**config.mk**
```make
export PLATFORM = sky130hd
export DESIGN_NAME = shift_ctrl
export DESIGN_NICKNAME = d
export VERILOG_FILES = /design/src/rtl/shift_ctrl.sv
export SDC_FILE = /design/constraint.sdc
export NUM_CORES = 1
export LEC_CHECK = 0
export CORE_MARGIN = 8
export CORE_UTILIZATION = 48
export DETAILED_ROUTE_END_ITERATION = 7
export PLACE_DENSITY = 0.95
export SYNTH_ARGS = -nofsm -noshare
export SYNTH_HDL_FRONTEND = slang
export SYNTH_SLANG_ARGS = --single-unit
```
**constraint.sdc**
```tcl
create_clock -name clk -period 2.8 [get_ports clk]
set_input_delay 0.56 -clock clk [delete_from_list [all_inputs] [get_ports clk]]
set_output_delay 0.56 -clock clk [all_outputs]
set_load 0.1 [all_outputs]
```
**src/rtl/shift_ctrl.sv**
```systemverilog
// Request/response sequencer for an external combinational funnel shifter.
// Optional zero-shift bypass enabled by defining SHIFT_CTRL_ZERO_FAST_EN.
module shift_ctrl (
  input  logic        clk,
  input  logic        resetn,
  input  logic        req_valid,
  output logic        req_ready,
  input  logic [3:0]  req_op,
  input  logic [31:0] req_a,
  input  logic [31:0] req_b,
  input  logic [4:0]  req_shamt,
  output logic [31:0] sh_h,
  output logic [31:0] sh_l,
  output logic [4:0]  sh_shamt,
  output logic        sh_reverse,
  input  logic [31:0] sh_y,
  output logic        rsp_valid,
  input  logic        rsp_ready,
  output logic [31:0] rsp_y,
  output logic        rsp_err
);

  typedef enum logic [1:0] {
    IDLE,
    ISSUE,
    RESP
  } state_t;

  typedef struct packed {
    logic [31:0] h;
    logic [31:0] l;
    logic        rev;
    logic        ill;
  } dec_t;

  state_t state;
  dec_t   dec;
  logic   fast;

  always_comb begin
    dec     = '0;
    dec.l   = req_a;
    unique case (req_op)
      4'd0: dec.h = '0;
      4'd1: dec.h = {32{req_a[31]}};
      4'd2: dec.rev = 1'b1;
      4'd3: dec.h = '1;
      4'd4: begin
        dec.h   = '1;
        dec.rev = 1'b1;
      end
      4'd5: dec.h = req_a;
      4'd6: begin
        dec.h   = req_a;
        dec.rev = 1'b1;
      end
      4'd7: dec.h = req_b;
      4'd8: begin
        dec.h   = req_b;
        dec.rev = 1'b1;
      end
      default: begin
        dec.l   = '0;
        dec.ill = 1'b1;
      end
    endcase
  end

`ifdef SHIFT_CTRL_ZERO_FAST_EN
  assign fast = !dec.ill && (req_shamt == 5'd0);
`else
  assign fast = 1'b0;
`endif

  assign req_ready = (state == IDLE);

  always_ff @(posedge clk or negedge resetn) begin
    if (!resetn) begin
      state      <= IDLE;
      sh_h       <= '0;
      sh_l       <= '0;
      sh_shamt   <= '0;
      sh_reverse <= 1'b0;
      rsp_y      <= '0;
      rsp_err    <= 1'b0;
      rsp_valid  <= 1'b0;
    end else begin
      unique case (state)
        IDLE: begin
          if (req_valid) begin
            sh_h       <= dec.h;
            sh_l       <= dec.l;
            sh_shamt   <= req_shamt;
            sh_reverse <= dec.rev;
            rsp_err    <= dec.ill;
            if (fast) begin
              rsp_y     <= req_a;
              rsp_valid <= 1'b1;
              state     <= RESP;
            end else begin
              state     <= ISSUE;
            end
          end
        end
        ISSUE: begin
          // illegal ops force a zero result regardless of the shifter
          rsp_y     <= rsp_err ? 32'd0 : sh_y;
          rsp_valid <= 1'b1;
          state     <= RESP;
        end
        RESP: begin
          if (rsp_ready) begin
            rsp_valid <= 1'b0;
            state     <= IDLE;
          end
        end
        default: begin
          rsp_valid <= 1'b0;
          state     <= IDLE;
        end
      endcase
    end
  end

endmodule

```
==> out/summary.txt <==
Transition time at the pin with the least slew margin - 1.01 ns
Wire length reported by the detailed router - 17,200 um
Outcome - finished clean
Final antenna-violating net count - 0
RSZ-0062 raised after global routing - false
Number of synthesized flops with an enable pin - 0
FP Rows - 39
Overflow left after global routing - 0
Horizontal die dimension - 123 um
Cell types with the largest area share after synthesis - sky130_fd_sc_hd__dfrtp_1 48%, sky130_fd_sc_hd__nand2_1 8.1%, sky130_fd_sc_hd__mux2i_1 5.6%
Clock-pin slew on the worst setup and hold paths - 0.07 ns
Initial core utilization - 0.486
Maximum buffer depth of the clock tree - 2
Number of I/O pins - 214
Maximum number of pins on one net before global-route repair - 66
Die span in y - 123 um
Setup Total Neg Slack - 0 ns
Area of the placeable core - 11,300 sq um
Number of antenna violations at the first check in global routing - 0
Depth of the CTS H-tree - 3
#FFs+latches synth - 106
Setup Fix Bufs, Post-CTS - 0
Main flop type after synthesis - sky130_fd_sc_hd__dfrtp_1
Number of max-cap violations - 0
Kind of end point of the critical path - register
Fraction of final layout cells sized beyond drive strength 1 - 0.221
# nets final - 886
Most repeated cell in the gate-level netlist after synthesis - sky130_fd_sc_hd__nand2_1
Proportion of netlist area held by the largest area contributor - 0.482
Top post-synthesis cells by count - 119 x sky130_fd_sc_hd__nand2_1, 106 x sky130_fd_sc_hd__dfrtp_1, 54 x sky130_fd_sc_hd__a21oi_1
Unique cell type count in the Yosys netlist - 37
Total Routing Usage GR - 0.226
Min-Delay Path Class - in2async
Die area - 15,100 sq um
Number of diodes - 0
Final critical-path required period - 2.22 ns
Number of warning messages in the yosys log - 0
Worst EP required - 2.97 ns
Number of iterations in the first detailed-routing pass - 5
Final worst clock skew - 0.00678 ns
Cts-stage hold buffer count - 0
Gate Count Post-Synth - 588
Critical Path AT - 2.38 ns
Number of hold-slack violations in the final timing report - 0
Area overhead of the layout relative to synthesis - 40.7%
Kind of start point of the critical path - input pin
Root buffer cell - sky130_fd_sc_hd__clkbuf_16
Via density per instance - 5.54
Max Transition Viols Final - 0
Cell area after synthesis - 5500 sq um
Sequential fraction of the synthesis area - 0.482
Count of clock tree sinks - 106
Number of global-route vias before repair - 5,332
Latest clock arrival within the worst-skew pair - 0.34 ns
Placer Congestion - 0.859
Async SR Flop Fraction - 1.00
Class of the most critical setup path - in2reg
Tcrit/Tclk final - 0.792
Routed length per instance - 18.5 um
Net count after synthesis - 697
Number of vias after detailed routing - 5,126
Max_slew headroom - 0.325
Buffers added on ports - 213
Number of DRC violations after detailed routing - 0
Maximum net fanout on the critical path - 27
Mean area per synthesized cell - 9.35 sq um
First-pass GRT wire length - 27,000 um
Maximum clock rate - 0.451 GHz
HPWL after detailed placement - 12,900 um
Cell taking the most area after synthesis - sky130_fd_sc_hd__dfrtp_1
Number of cells traversed by the worst register-to-register path - 4
Setup-failing EPs final - 0
Clock buffer count from CTS - 9
Number of instances resized during post-cts repair - 0
DRC marker count from the first detailed-route iteration - 383
TritonCTS clock tree - built
## layer usage
| layer | global-route usage | part of all wire | up-vias |
|---|---|---|---|
| li1 | - | - | 2421 |
| met1 | 0.262 | 0.39 | 2442 |
| met2 | 0.369 | 0.47 | 232 |
| met3 | 0.0808 | 0.11 | 31 |
| met4 | 0.105 | 0.026 | 0 |
| met5 | 0 | 0 | - |
## worst max-delay path: stages
cell	delay (ns)
sky130_fd_sc_hd__clkdlybuf4s50_1	0.51
sky130_fd_sc_hd__nor2_4	0.17
sky130_fd_sc_hd__o2bb2ai_1	0.13
sky130_fd_sc_hd__a21oi_4	0.81
sky130_fd_sc_hd__a211oi_1	0.19
## final timing paths
kind	from	to	slack (ns)
max in group asynchronous	resetn	rsp_y[17]	1.84
worst min-delay path	resetn	rsp_y[26]	0.25
min in group clk	sh_l[27]	sh_l[27]	0.47
worst max-delay path	req_a[31]	sh_h[4]	0.58
worst max register to register	state[0]	sh_h[4]	0.89
worst min register to register	sh_l[27]	sh_l[27]	0.47
## sequential cells by signal, summed over array words and instances (netlist names)
register and cells:
sh_l 32, rsp_y 32, rsp_err 1, sh_shamt 5, sh_reverse 1, state 2, sh_h 32, rsp_valid 1
## cell type report
cell class	instances	area [sq um]
timing repair buffer	229	2010
fill	854	3580
sequential	106	2650
clock inverter	7	118
tap	143	179
clock buffer	9	225
multi-input combinational	428	2540
inverter	3	11.3
## cell families (layout without fill, tap and decap cells)
kind of cell,Yosys count,count (layout),share of synthesized area
multiplexers,31,31,0.0564
XOR/XNOR,1,1,0.00159
flip-flops,106,106,0.482
buffers and inverters,54,248,0.0585
AND/OR/NAND/NOR,227,227,0.187
AO/OA/AOI/OAI,169,169,0.214
## metrics by stage
stage	util	area (sq um)	setup WS [ns]	cells	hold WS [ns]
2_1_floorplan	-	5500	0.469	588	0.264
3_3_place_gp	0.653	7390	0.343	909	0.452
3_5_place_dp	0.653	7390	0.208	909	0.457
4_1_cts	0.683	7740	0.574	925	0.266
5_1_grt	0.683	7740	0.481	925	0.303
6_report	0.683	7740	0.583	925	0.249
## placed cells by master, fill, tap and decap left out, drive strengths merged
| master | Yosys | final |
|---|---|---|
| buf | 31 | 124 |
| o31ai | 2 | 2 |
| inv | 3 | 3 |
| nor3b | 2 | 2 |
| o22a | 4 | 4 |
| clkinv | 0 | 4 |
| o21a | 1 | 1 |
| clkbuf | 20 | 9 |
| a31oi | 1 | 1 |
| nor2 | 33 | 33 |
| bufinv | 0 | 3 |
| o21ai | 40 | 40 |
| nand3 | 32 | 32 |
| o2bb2ai | 5 | 5 |
| dfrtp | 106 | 106 |
| or2 | 1 | 1 |
| a2bb2oi | 4 | 4 |
| mux2i | 31 | 31 |
| clkdlybuf4s50 | 0 | 105 |
| nor2b | 1 | 1 |
| nand2b | 37 | 37 |
| nor3 | 1 | 1 |
| a21oi | 56 | 56 |
| nand2 | 120 | 120 |
| a211oi | 56 | 56 |
| xnor2 | 1 | 1 |
Power is left out: the tool's default activity adds up to more than one toggle a clock period on the data nets, which glitch-free logic cannot reach.
